[config.mk]
export PLATFORM = sky130hd
export DESIGN_NAME = pc_gen_ras
export DESIGN_NICKNAME = d
export VERILOG_FILES = /design/src/rtl/pc_gen_ras.sv
export SDC_FILE = /design/constraint.sdc
export NUM_CORES = 1
export LEC_CHECK = 0
export CELL_PAD_IN_SITES_DETAIL_PLACEMENT = 1
export CELL_PAD_IN_SITES_GLOBAL_PLACEMENT = 2
export CORE_ASPECT_RATIO = 0.6
export CORE_UTILIZATION = 30
export DETAILED_ROUTE_END_ITERATION = 10
export GPL_ROUTABILITY_DRIVEN = 0
export HOLD_SLACK_MARGIN = 0.03
export PLACE_DENSITY = 0.84
export SLEW_MARGIN = 20
export SYNTH_ARGS = -nofsm -noshare
export SYNTH_HDL_FRONTEND = slang
export SYNTH_SLANG_ARGS = --single-unit
[constraint.sdc]
create_clock -name CLK -period 6.44 [get_ports CLK]
set_input_delay 1.288 -clock CLK [delete_from_list [all_inputs] [get_ports CLK]]
set_output_delay 1.288 -clock CLK [all_outputs]
set_load 0.03 [all_outputs]
[src/rtl/pc_gen_ras.sv]
// Fetch program counter with trap/redirect/RAS/sequential next-PC selection,
// a valid/ready fetch request, a circular return-address stack and misaligned-target detection.
module pc_gen_ras #(
    parameter int                 XLEN      = 32,
    parameter logic [XLEN-1:0]    RESET_VEC = '0,
    parameter int                 INC       = 4,
    parameter int                 RAS_DEPTH = 4
) (
    input  logic            CLK,
    input  logic            RST,
    input  logic            stall_i,
    input  logic            trap_valid_i,
    input  logic [XLEN-1:0] trap_vec_i,
    input  logic            redirect_valid_i,
    input  logic [XLEN-1:0] redirect_pc_i,
    input  logic            ras_push_i,
    input  logic [XLEN-1:0] ras_push_addr_i,
    input  logic            ras_pop_i,
    input  logic            fetch_ready_i,
    output logic            fetch_valid_o,
    output logic [XLEN-1:0] pc_o,
    output logic [XLEN-1:0] pc_inc_o,
    output logic            misalign_o,
    output logic            ras_empty_o,
    output logic [XLEN-1:0] ras_top_o
);
    localparam int AW = $clog2(RAS_DEPTH);
    localparam int PW = AW + 1;
    localparam int IW = $clog2(INC);
    localparam logic [PW-1:0] FULL = PW'(RAS_DEPTH);

    // Handshake: a fetch request is offered while fetch_valid_o=1 and is taken
    // (fire) on an edge where fetch_ready_i=1 and stall_i=0; pc_o holds until then.
    typedef enum logic [1:0] {FS_IDLE, FS_RUN, FS_HALT} fetch_state_t;

    fetch_state_t    state_q, state_d;
    logic [XLEN-1:0] pc_q, pc_d;
    logic [XLEN-1:0] ras_mem [RAS_DEPTH];
    logic [PW-1:0]   ptr_q, cnt_q;
    logic            mis_q;

    logic            fire, load, tgt_mis, pop_take;
    logic [XLEN-1:0] load_tgt;
    logic [AW-1:0]   wr_idx, top_idx;

    assign fetch_valid_o = (state_q == FS_RUN);
    assign pc_o          = pc_q;
    assign pc_inc_o      = pc_q + XLEN'(INC);
    assign misalign_o    = mis_q;
    assign ras_empty_o   = (cnt_q == '0);

    assign wr_idx    = ptr_q[AW-1:0];
    assign top_idx   = AW'(ptr_q[AW-1:0] - 1'b1);
    assign ras_top_o = ras_empty_o ? '0 : ras_mem[top_idx];

    assign fire     = fetch_valid_o & fetch_ready_i & ~stall_i;
    assign load     = trap_valid_i | redirect_valid_i;
    assign load_tgt = trap_valid_i ? trap_vec_i : redirect_pc_i;
    assign tgt_mis  = load & (load_tgt[IW-1:0] != '0);
    assign pop_take = fire & ras_pop_i & ~ras_empty_o & ~load;

    always_comb begin
        pc_d = pc_q;
        if (load)          pc_d = load_tgt;
        else if (pop_take) pc_d = ras_top_o;
        else if (fire)     pc_d = pc_inc_o;
    end

    // A misaligned load parks fetch in HALT until an aligned trap/redirect arrives.
    always_comb begin
        state_d = state_q;
        if (load)                   state_d = tgt_mis ? FS_HALT : FS_RUN;
        else if (state_q == FS_IDLE) state_d = FS_RUN;
    end

    always_ff @(posedge CLK) begin
        if (RST) begin
            state_q <= FS_IDLE;
            pc_q    <= RESET_VEC;
            mis_q   <= 1'b0;
            ptr_q   <= '0;
            cnt_q   <= '0;
        end else begin
            state_q <= state_d;
            pc_q    <= pc_d;
            mis_q   <= tgt_mis;
            if (trap_valid_i) begin
                ptr_q <= '0;
                cnt_q <= '0;
            end else if (pop_take && !ras_push_i) begin
                ptr_q <= PW'(top_idx);
                cnt_q <= cnt_q - 1'b1;
            end else if (!pop_take && ras_push_i) begin
                ptr_q <= PW'(AW'(wr_idx + 1'b1));
                if (cnt_q != FULL) cnt_q <= cnt_q + 1'b1;
            end
        end
    end

    // Push+pop together rewrites the slot the pop just consumed.
    always_ff @(posedge CLK) begin
        if (!RST && !trap_valid_i && ras_push_i) begin
            if (pop_take) ras_mem[top_idx] <= ras_push_addr_i;
            else          ras_mem[wr_idx]  <= ras_push_addr_i;
        end
    end
endmodule
* Word level (Yosys, flattened, before mapping)
Memory sizes are Yosys's and may differ from the RTL's.
Index checks and enable logic that the tools add are counted.
** Storage, ports and cells
- Bits in registers :: 40
- RAM bits :: 128
- Input bits :: 104
- Output and inout port bits :: 99
- Memories kept :: 1
** Cells by class
- Add/sub/neg operators :: 5
- Equality and inequality tests :: 2
- Muxes and demuxes :: 22
- Bitwise logic cells :: 10
- Reduce and logical (&&, ||, !) cells :: 18
** Memory list
- ras_mem :: depth 4, width 32, read ports 1, clocked after memory_dff 0, write ports 1, line 38 : logic [XLEN-1:0] ras_mem [RAS_DEPTH];
** Operator list (number)
- $mux W32 :: 6
- $add A32 B3 Y32 const B :: 1
- $reduce_or A32 Y1 :: 1
- $mux W2 :: 6
- $mux W3 :: 3
- $reduce_bool A2 Y1 :: 4
- $mux W1 :: 7
- $and A1 B1 Y1 :: 6
- $logic_and A1 B1 Y1 :: 4
- $logic_not A1 Y1 :: 4
- $add A3 B1 Y3 const B :: 1
- $logic_not A3 Y1 :: 1
- $ne A3 B3 Y1 const B :: 1
- $not A1 Y1 :: 3
- $reduce_bool A3 Y1 :: 1
- $sub A3 B1 Y3 const B :: 1
- $add A2 B1 Y2 const B :: 1
- $eq A2 B1 Y1 const B :: 1
- $logic_not A2 Y1 :: 1
- $reduce_and A2 Y1 :: 1
- $reduce_or A2 Y1 :: 1
- $sub A2 B1 Y2 const B :: 1
- $or A1 B1 Y1 :: 1

* Depth between registers and ports, before layout
Gate-level depths: netlist of run 1.
- Word-level depth :: 11
- Gate-level depth with buffers :: 14
- Depth with buffers taken out :: 10

* Least setup slack after synthesis of run 1
No wires, ideal clock.
- Path type :: in2reg
- Start :: in fetch_ready_i
- End :: mem ras_mem[0][0] (enable)
- Library setup time :: 0.501 ns
- Arrival time :: 5.384 ns
- Required time :: 5.939 ns
- Path slack :: 0.555 ns
- Stages on the path :: 7
- Cells stage by stage :: nor4bb_1 > buf_2 > and4_1 > buf_2 > buf_2 > nor2b_1 > nor4_1
** On the way
- Word-level cells in the longest chain between the ends :: 10
- Elaborated cells between the ends (all ways) :: 14
** RTL lines
- start: declaration :: line 19 : input logic fetch_ready_i,
- $and A1 B1 Y1 (*) (2 in series) :: line 56 : assign fire = fetch_valid_o & fetch_ready_i & ~stall_i;
- $and A1 B1 Y1 (*) (3 in series) :: line 60 : assign pop_take = fire & ras_pop_i & ~ras_empty_o & ~load;
- $mux W1 :: line 103 : if (pop_take) ras_mem[top_idx] <= ras_push_addr_i;
- $mux W1 :: line 102 : if (!RST && !trap_valid_i && ras_push_i) begin
- $mux W1 (implied by the code) :: line 104 : else ras_mem[wr_idx] <= ras_push_addr_i;
- $reduce_or A32 Y1 (no line)
- $mux W2 (no line) or $mux W1 (tied branches)
- end: declaration :: line 38
Every way passes the cells marked *; elsewhere a longest branch is shown, timed or not.

* Final worst setup path of run 1
- Start :: reg pc_q[2], in the netlist pc_o[2]
- End :: out pc_inc_o[28]
** On the way
- Word-level cells in the longest chain between the ends :: 1
** RTL lines
- start: declaration :: line 37 : logic [XLEN-1:0] pc_q, pc_d;
- start signal: assignment :: line 85 : pc_q <= pc_d;
- $add A32 B3 Y32 :: line 48 : assign pc_inc_o = pc_q + XLEN'(INC);
- end: declaration :: line 22 : output logic [XLEN-1:0] pc_inc_o,
No other way between the ends.

==> results of run 1 <==
==> worst min path at each step <==
stage / to / slack [ns] / cells past startpoint
floorplan: state_q[0]$_SDFFE_PP0P_ / 0.45 / 2
global placement: state_q[0]$_SDFFE_PP0P_ / 0.49 / 2
detailed placement: state_q[0]$_SDFFE_PP0P_ / 0.50 / 2
CTS: state_q[0]$_SDFFE_PP0P_ / 0.51 / 2
global route: pc_o[1]$_SDFFE_PP0P_ / 0.53 / 2
finish: pc_o[0]$_SDFFE_PP0P_ / 0.51 / 2
==> power breakdown <==
group	internal, W	switching, W	leakage, nW	total [W]
clock network	0.000660	0.000452	0.309	0.00111
registers	0.00119	0.0000425	1.49	0.00123
logic	0.000187	0.000227	1.82	0.000414
==> worst min-delay path, stage by stage, from the launching register on <==
cell and delay, ns:
dfxtp_1 0.33, nand2_1 0.06, a31oi_1 0.07
==> sequential cells by signal (all words and copies together) (netlist names) <==
register and flops:
pc_o 32, ptr_q 2, misalign_o 1, ras_mem 128
cnt_q 3, state_q 2
==> per-layer routing <==
metal | routed length [um] | GRT usage | part of all wire
met1 | 12800 | 0.301 | 0.46
met2 | 12100 | 0.311 | 0.44
met3 | 2230 | 0.0544 | 0.081
met4 | 358 | 0.0546 | 0.013
met5 | 0 | 0 | 0
==> per-stage QoR <==
stage          hold WS, ns  cells   util  cell area, um2
2_1_floorplan        0.453    616      -            7920
3_3_place_gp         0.489   1143  0.403           10300
3_5_place_dp         0.499   1143  0.403           10300
4_1_cts              0.509   1175  0.428           11000
5_1_grt              0.530   1177  0.429           11000
6_report             0.510   1177  0.429           11000
==> cell type report <==
| type | count | area share |
|---|---|---|
| Sequential cell | 168 | 0.422 |
| Antenna cell | 1 | 0.000228 |
| Timing Repair Buffer | 217 | 0.195 |
| Clock buffer | 17 | 0.0387 |
| Inverter | 12 | 0.00410 |
| Clock inverter | 15 | 0.0196 |
| Multi-Input combinational cell | 395 | 0.280 |
| Tap cell | 352 | 0.0400 |
==> Yosys cell counts, drive strengths merged, types with 14 or more instances <==
| master | count | share of area |
|---|---|---|
| dfxtp | 40 | 0.10 |
| nor2 | 52 | 0.025 |
| mux4 | 32 | 0.091 |
| and2 | 38 | 0.030 |
| nand2 | 29 | 0.014 |
| nand3 | 14 | 0.0088 |
| xnor2 | 18 | 0.020 |
| nor3 | 29 | 0.018 |
| clkbuf | 25 | 0.012 |
| a221oi | 19 | 0.021 |
| buf | 16 | 0.011 |
| edfxtp | 128 | 0.49 |
==> cells by family (layout without fill, tap and decap cells) <==
kind of cell | Yosys count | in the layout
AND/OR/NAND/NOR | 226 | 226
flip-flops | 168 | 168
AO/OA/AOI/OAI | 100 | 100
buffers and inverters | 53 | 261
multiplexers | 34 | 34
XOR/XNOR | 31 | 31
adder cells (fa/ha/maj) | 4 | 4
other | 0 | 1
==> summary.md, run 1 <==
| Metric | Value |
|---|---|
| Max stage delay on crit path | `0.72 ns` |
| Routed wire length | `27500 um` |
| DR iter-0 viols | `511` |
| Outcome | `finished, final reports clean` |
| Setup violators final | `0` |
| Setup slack, reg-to-reg | `3.23 ns` |
| First-pass GRT wire length | `40900 um` |
| Row cnt | `45` |
| GRT overflow | `0` |
| Critical path depth | `6` |
| Initial core utilization | `0.309` |
| Highest-count cells in the layout ignoring fill and taps | `clkdlybuf4s50_1, edfxtp_1, nor2_1` |
| XOR/XNOR Fraction of Synth Area | `0.0343` |
| Predominant post-synthesis flop cell | `edfxtp_1` |
| Leak Pwr | `3.62 nW` |
| Syn Nets | `724` |
| Setup_tns | `0 ns` |
| Mux cell area share after synthesis | `0.0935` |
| Tmin final | `4.58 ns` |
| Synth warn | `0` |
| Post-synthesis compound-gate area fraction | `0.0965` |
| Final max-slew violation count | `0` |
| Synth Area per Inst | `12.9 um2` |
| Cts bufs inserted | `17` |
| Post-synthesis register bit count | `168` |
| Commonest non-fill, non-tap cell in the layout | `clkdlybuf4s50_1` |
| Number of synthesized flops with an enable pin | `128` |
| Synth Area in Simple Gates | `0.154` |
| CP cell instances | `ha_1 > and2_1 > nand4_1 > nor4_1 > xor2_1 > clkdlybuf4s50_1` |
| Crit path from | `pc_o[2]$_SDFFE_PP0P_` |
| Power consumption | `0.00276 W` |
| Vias | `6220` |
| Worst-margin pin slew | `1.06 ns` |
| Chip Width | `212 um` |
| PortBufs | `202` |
| Post-DR vias/cell | `5.28` |
| Post-route ant nets | `0` |
| Syn Std Cell Area | `7920 um2` |
| Clock Skews | `0.0105 ns` |
| Num ports | `203` |
| Post-CTS setup buffer count | `0` |
| Reg2reg end | `cnt_q[2]$_SDFFE_PP0P_` |
| Clock Pin Slew Worst Setup and Hold Paths | `0.07 ns` |
| Root buffer cell | `clkbuf_16` |
| Synth cell types | `57` |
| Adder-cell share of the synthesized area | `0.00632` |
| Hold_sp | `pc_o[0]$_SDFFE_PP0P_` |
| H-tree depth | `4` |
| Slew Limit Headroom | `0.294` |
| Cell family with most CP delay | `simple AND/OR/NAND/NOR gates` |
| Final worst slack | `1.86 ns` |
| Crit path to | `pc_inc_o[28]` |
| Crit path max fanout | `7` |
| Nets | `919` |
| Sequential cell area | `4650 um2` |
| Gr usage total | `0.209` |
| HP Class | `flop to flop` |
| Initial antenna violation count | `1` |
| Slowest-stage cell, CP | `clkdlybuf4s50_1` |
| Drt drc | `0` |
| Clock Tree Buf Depth | `2` |
| Hpwl dp | `20800 um` |
| Fin. Hold Viols | `0` |
| Routed len/inst | `23.4 um` |
| Clock Latency Late Sink | `0.43 ns` |
| DIE AREA | `27100 um2` |
| CTS tree | `built` |
| Post-cts sizing count | `0` |
| Async S/R FF share, synth | `0` |
| R2R cell count | `12` |
| Main combinational cell family by area after synthesis | `simple AND/OR/NAND/NOR gates` |
| Max IR drop VDD | `0.174 mV` |
| FMAX | `0.218 GHz` |
| Core region area | `25600 um2` |
| Number of global-route vias before repair | `6227` |
| Fraction of layout cells with a size suffix above 1 | `0.123` |
| Clock Sinks | `168` |
| Power Density | `251 nW/um2` |
| Fillers | `2696` |
| Worst EP arrival | `3.29 ns` |
| CP Capture Type | `primary output` |
| Syn-to-layout area delta | `38.9%` |
| Die Y | `128 um` |
| Post-synthesis sequential area ratio | `0.587` |
| First-pass DRT Iterations | `5` |
| Crit path launch type | `flop` |
| Dpl ws | `1.78 ns` |
| Max-Cap Viols | `0` |
| Worst path bufs/invs | `1` |
| Tcrit/Tclk final | `0.711` |
| Number of hold buffers added after CTS | `0` |
| Footprint of the multi-input gates | `3080 um2` |
| Largest net degree at the start of global routing | `38` |
| Worst setup path class | `flop to primary output` |
| Worst reg2reg startpoint | `cnt_q[1]$_SDFFE_PP0P_` |
| Gate Count Post-Synth | `616` |
| Worst Path Required | `5.15 ns` |
| Unrepaired setup endpoints after global routing | `no` |
(Power assumes the default switching activity.)
==> inputs of run 2 (changes only) <==
clock period = 4.35 ns   (was 6.44 ns; I/O delays follow)
==> summary.md, run 2 (same netlist as run 1, synthesis figures left out) <==
| Metric | Value |
|---|---|
| Outcome | `finished, final reports clean` |
| Clock Sinks | `168 (unchanged)` |
| Placed instance area | `10400 um2 (+0.68%)` |
| Worst reg2reg startpoint | `cnt_q[0]$_SDFFE_PP0P_` |
| Clock Tree Buf Depth | `2 (unchanged)` |
| Final worst slack | `0.323 ns (-1.54 ns)` |
| Fraction of layout cells with a size suffix above 1 | `0.127 (+0.00409)` |
| Tcrit/Tclk final | `0.926` |
| Slew Limit Headroom | `0.332 (+0.0380)` |
| Fin util | `0.429 (-0.000489)` |
| Routed wire length | `27700 um (+0.84%)` |
| Highest-count cells in the layout ignoring fill and taps | `clkdlybuf4s50_1, edfxtp_1, nor2_1` |
| Reg2reg end | `ras_mem[3][0]$_DFFE_PP_` |
| FMAX | `0.248 GHz` |
| Row cnt | `45 (unchanged)` |
| Syn-to-layout area delta | `38.7%` |
| Die Y | `128 um (unchanged)` |
| Fin. Hold Viols | `0 (unchanged)` |
| Vias | `6108 (-1.8%)` |
| Largest Register | `ras_mem` |
| Number of hold buffers added after CTS | `0 (unchanged)` |
| Worst-margin pin slew | `1.00 ns (-0.0544 ns)` |
| DIE AREA | `27100 um2 (unchanged)` |
| Nets | `924 (+0.54%)` |
| Cells on Worst Hold Path | `2 (unchanged)` |
| Gr usage total | `0.206 (-0.00269)` |
| Final instance area | `11000 um2 (-0.11%)` |
| First-pass DRT Iterations | `5 (unchanged)` |
| CTS tree | `built` |
| Layout Cells excl Fill | `1182 (+0.42%)` |
| Crit path from | `pc_o[2]$_SDFFE_PP0P_` |
| Tmin final | `4.03 ns` |
| Hpwl dp | `21100 um (+1.4%)` |
| Power Density | `359 nW/um2 (+43%)` |
| Commonest non-fill, non-tap cell in the layout | `clkdlybuf4s50_1` |
| Root buffer cell | `clkbuf_16` |
| Setup violators final | `0 (unchanged)` |
| HP Class | `flop to flop` |
| DR iter-0 viols | `481 (-5.9%)` |
| Clock Latency Late Sink | `0.43 ns (about the same)` |
| Max-Cap Viols | `0 (unchanged)` |
| Leak Pwr | `3.62 nW (about the same)` |
| Num ports | `203 (unchanged)` |
| Largest net degree at the start of global routing | `41 (+7.9%)` |
| Max IR drop VDD | `0.283 mV (+62%)` |
| Clock Skews | `0.0110 ns (+0.000532 ns)` |
| Post-cts sizing count | `0 (unchanged)` |
| Crit path to | `pc_inc_o[28]` |
| GRT overflow | `0 (unchanged)` |
| H-tree depth | `4 (unchanged)` |
| Clock Pin Slew Worst Setup and Hold Paths | `0.06 ns (about the same)` |
| Post-CTS setup buffer count | `0 (unchanged)` |
| PortBufs | `202 (unchanged)` |
| Crit path max fanout | `7 (unchanged)` |
| Crit path launch type | `flop` |
| Worst EP arrival | `3.16 ns (-0.13 ns)` |
| Initial core utilization | `0.309 (unchanged)` |
| Number of global-route vias before repair | `6195 (-0.51%)` |
| Worst Path Required | `3.48 ns (-1.67 ns)` |
| CP Capture Type | `primary output` |
| Routed len/inst | `23.5 um (+0.41%)` |
| Initial antenna violation count | `1 (unchanged)` |
| R2R cell count | `6 (-6)` |
| Worst setup path class | `flop to primary output` |
| Placed cells | `1149 (+0.52%)` |
| Dpl ws | `0.589 ns (-1.19 ns)` |
| Unrepaired setup endpoints after global routing | `no` |
| First-pass GRT wire length | `40100 um (-1.9%)` |
| Largest register FFs | `128 (unchanged)` |
| Core region area | `25600 um2 (unchanged)` |
| Post-DR vias/cell | `5.17 (-2.2%)` |
| Chip Width | `212 um (unchanged)` |
| Cts bufs inserted | `17 (unchanged)` |
| Drt drc | `0 (unchanged)` |
| Post-route ant nets | `0 (unchanged)` |
| Final max-slew violation count | `0 (unchanged)` |
| Setup slack, reg-to-reg | `1.25 ns (-1.98 ns)` |
## run 2: changes by cell type in the layout (fill, tap and decap cells not counted), sizes merged
cell    previous run  this run
buf               16        21
bufinv             4         2
clkbuf            17        18
clkinv             4         8
inv               17        14
## run 2: worst max-delay path, stage by stage, from the launching register on
cell and delay (ns):
dfxtp_1 0.47, ha_1 0.30, and2_1 0.19, nand4_1 0.38, nor4_1 0.41, xor2_1 0.26, clkdlybuf4s50_1 0.71
## run 2: worst min path at each step
stage | from | end | slack (ns)
after global placement | state_q[0]$_SDFFE_PP0P_ | state_q[0]$_SDFFE_PP0P_ | 0.47
final | state_q[0]$_SDFFE_PP0P_ | state_q[0]$_SDFFE_PP0P_ | 0.49
after detailed placement | state_q[0]$_SDFFE_PP0P_ | state_q[0]$_SDFFE_PP0P_ | 0.48
after global routing | state_q[0]$_SDFFE_PP0P_ | state_q[0]$_SDFFE_PP0P_ | 0.53
after CTS | state_q[0]$_SDFFE_PP0P_ | state_q[0]$_SDFFE_PP0P_ | 0.49
after floorplan | state_q[0]$_SDFFE_PP0P_ | state_q[0]$_SDFFE_PP0P_ | 0.45
## run 2: area by class of cell
type	instances	area, um2
Tap cell	352	440
Multi-Input combinational cell	395	3080
Antenna cell	1	2.50
Inverter	12	45.0
Sequential cell	168	4650
Fill cell	2694	14600
Clock inverter	14	149
Clock buffer	18	429
Timing Repair Buffer	222	2190
## run 2: through the flow
step | hold slack [ns] | total power, W | TNS (ns)
detailed placement | 0.481 | 0.00248 | 0
finish | 0.492 | 0.00394 | 0
CTS | 0.489 | 0.00397 | 0
global placement | 0.474 | 0.00247 | 0
floorplan | 0.453 | 0.00215 | -71.51
global route | 0.526 | 0.00406 | 0
## run 2: power by group
part           total (W)  switching (W)  internal (W)
combinational   0.000620       0.000341      0.000279
sequential       0.00182      0.0000576       0.00176
clock            0.00150       0.000651      0.000850
total            0.00394        0.00105       0.00289
## run 2: routing by layer
metal / up-vias / global-route usage / routed length [um]
met5: - / 0 / 0
met4: 0 / 0.0477 / 243
met1: 3134 / 0.298 / 13500
met2: 164 / 0.314 / 12400
met3: 19 / 0.0463 / 1590
li1: 2791 / - / -
==> inputs of run 3 (changes only) <==
DONT_BUFFER_PORTS = 1   (was not set)
PLACE_DENSITY = 0.69   (was 0.84)
clock period = 3.9 ns   (was 4.35 ns; I/O delays follow)
==> summary.md, run 3 (same netlist as run 1, synthesis figures left out) <==
| Metric | Value |
|---|---|
| Cts bufs inserted | `17 (unchanged)` |
| Fillers | `2718 (+0.89%)` |
| Hpwl dp | `21400 um (+1.4%)` |
| Routed len/inst | `28.0 um (+19%)` |
| Worst reg2reg startpoint | `ptr_q[0]$_SDFFE_PP0P_` |
| Vias | `5537 (-9.3%)` |
| Hold_sp | `RST` |
| H-tree depth | `4 (unchanged)` |
| Post-cts sizing count | `0 (unchanged)` |
| CTS tree | `built` |
| Tmin final | `3.56 ns` |
| FMAX | `0.281 GHz` |
| Fraction of layout cells with a size suffix above 1 | `0.190 (+0.0632)` |
| Post-CTS setup buffer count | `0 (unchanged)` |
| Power Density | `442 nW/um2 (+23%)` |
| Reg2reg end | `ras_mem[1][25]$_DFFE_PP_` |
| Core region area | `25600 um2 (unchanged)` |
| Setup slack, reg-to-reg | `1.02 ns (-0.23 ns)` |
| Final max-slew violation count | `0 (unchanged)` |
| Max IR drop VDD | `0.267 mV (-5.9%)` |
| Row cnt | `45 (unchanged)` |
| Final worst slack | `0.337 ns (+0.0141 ns)` |
| Slew Limit Headroom | `0.259 (-0.0734)` |
| First-pass DRT Iterations | `6 (+1)` |
| Worst Path Required | `3.12 ns (-0.36 ns)` |
| Gr usage total | `0.212 (+0.00532)` |
| R2R cell count | `5 (-1)` |
| Initial antenna violation count | `7 (+6)` |
| CP Capture Type | `primary output` |
| CP cell instances | `and4_2 > nand4_1 > nor4_1 > xor2_1` |
| Largest net degree at the start of global routing | `54 (+32%)` |
| Post-DR vias/cell | `5.51 (+6.7%)` |
| Post-route ant nets | `0 (unchanged)` |
| Crit path max fanout | `8 (+1)` |
| GRT overflow | `0 (unchanged)` |
| Worst EP arrival | `2.78 ns (-0.38 ns)` |
| PortBufs | `0 (-100%)` |
| Slowest-stage cell, CP | `dfxtp_1` |
| Number of hold buffers added after CTS | `0 (unchanged)` |
| DR iter-0 viols | `530 (+10%)` |
| Initial core utilization | `0.309 (unchanged)` |
| Largest register FFs | `128 (unchanged)` |
| Setup violators final | `0 (unchanged)` |
| Clock Sinks | `168 (unchanged)` |
| First-pass GRT wire length | `40300 um (+0.46%)` |
| Chip Width | `212 um (unchanged)` |
| Tcrit/Tclk final | `0.914` |
| Syn-to-layout area delta | `15.2%` |
| Outcome | `finished, final reports clean` |
| Cells on Worst Hold Path | `1 (-1)` |
| Clock Latency Late Sink | `0.43 ns (about the same)` |
| Worst setup path class | `flop to primary output` |
| Worst-margin pin slew | `1.11 ns (+0.110 ns)` |
| Root buffer cell | `clkbuf_16` |
| Num ports | `203 (unchanged)` |
| Unrepaired setup endpoints after global routing | `no` |
| Number of global-route vias before repair | `5886 (-5.0%)` |
| Clock Pin Slew Worst Setup and Hold Paths | `0.06 ns (about the same)` |
| Routed wire length | `28100 um (+1.5%)` |
| Clock Tree Buf Depth | `2 (unchanged)` |
| Clock Skews | `0.00921 ns (-0.00180 ns)` |
| DIE AREA | `27100 um2 (unchanged)` |
| Commonest non-fill, non-tap cell in the layout | `edfxtp_1` |
| Die Y | `128 um (unchanged)` |
| Leak Pwr | `2.95 nW (-18%)` |
| Dpl ws | `0.808 ns (+0.219 ns)` |
| Hold endpoint | `state_q[0]$_SDFFE_PP0P_` |
| Fin util | `0.356 (-0.0727)` |
| HP Class | `primary input to flop` |
| Highest-count cells in the layout ignoring fill and taps | `edfxtp_1, nor2_1, and2_1, dfxtp_1, buf_4` |
| Nets | `743 (-20%)` |
| Fin. Hold Viols | `0 (unchanged)` |
| Max stage delay on crit path | `0.70 ns (about the same)` |
| Crit path launch type | `flop` |
| Drt drc | `0 (unchanged)` |
| Max-Cap Viols | `0 (unchanged)` |
| Largest Register | `ras_mem` |
-- run 3: layout make-up --
type | count | area (um2) | share of cell area
diodes | 4 | 10.0 | 0.00110
clock inverters | 12 | 93.8 | 0.0103
repair buffers | 41 | 345 | 0.0378
flip-flops and latches | 168 | 4650 | 0.509
clock buffers | 20 | 437 | 0.0479
inverters | 12 | 45.0 | 0.00494
multi-input cells | 395 | 3110 | 0.340
well taps | 352 | 440 | 0.0483
-- run 3: critical path: cells and delay by family, from the launching register on --
family,cells,cell delay (ns)
xor+xnor,1,0.61
flops,1,0.70
simple gates,3,1.04
-- run 3: how the worst max path moves through the flow --
stage	startpoint	to	slack [ns]	depth (start not counted)
2_1_floorplan	fetch_ready_i	ras_mem[2][0]$_DFFE_PP_	-0.13	7
3_3_place_gp	stall_i	ras_mem[3][2]$_DFFE_PP_	0.84	6
3_5_place_dp	pc_o[4]$_SDFFE_PP0P_	pc_inc_o[28]	0.81	4
4_1_cts	pc_o[4]$_SDFFE_PP0P_	pc_inc_o[28]	0.32	4
5_1_grt	pc_o[4]$_SDFFE_PP0P_	pc_inc_o[28]	0.15	4
6_report	pc_o[4]$_SDFFE_PP0P_	pc_inc_o[28]	0.34	4
-- run 3: where the power goes --
group | internal (W) | switching [W] | total [W]
registers | 0.00197 | 0.000109 | 0.00208
clock network | 0.000824 | 0.000721 | 0.00154
logic | 0.000137 | 0.000276 | 0.000413
total | 0.00293 | 0.00111 | 0.00403
-- run 3: layer usage --
layer,track usage,vias up,part of all wire
li1,-,2433,-
met1,0.286,2865,0.46
met2,0.324,212,0.45
met3,0.0759,25,0.081
met4,0.0486,2,0.011
met5,0,-,0.00046
-- run 3: stage by stage --
step | cell area, um2 | TNS (ns) | total power, W | std cells | hold WS, ns
5_1_grt | 9120 | 0 | 0.00417 | 1001 | 0.393
6_report | 9120 | 0 | 0.00403 | 1004 | 0.413
4_1_cts | 9110 | 0 | 0.00409 | 1000 | 0.385
3_3_place_gp | 8580 | 0 | 0.00252 | 968 | 0.468
2_1_floorplan | 7930 | -8.73 | 0.00239 | 616 | 0.453
3_5_place_dp | 8580 | 0 | 0.00253 | 968 | 0.485
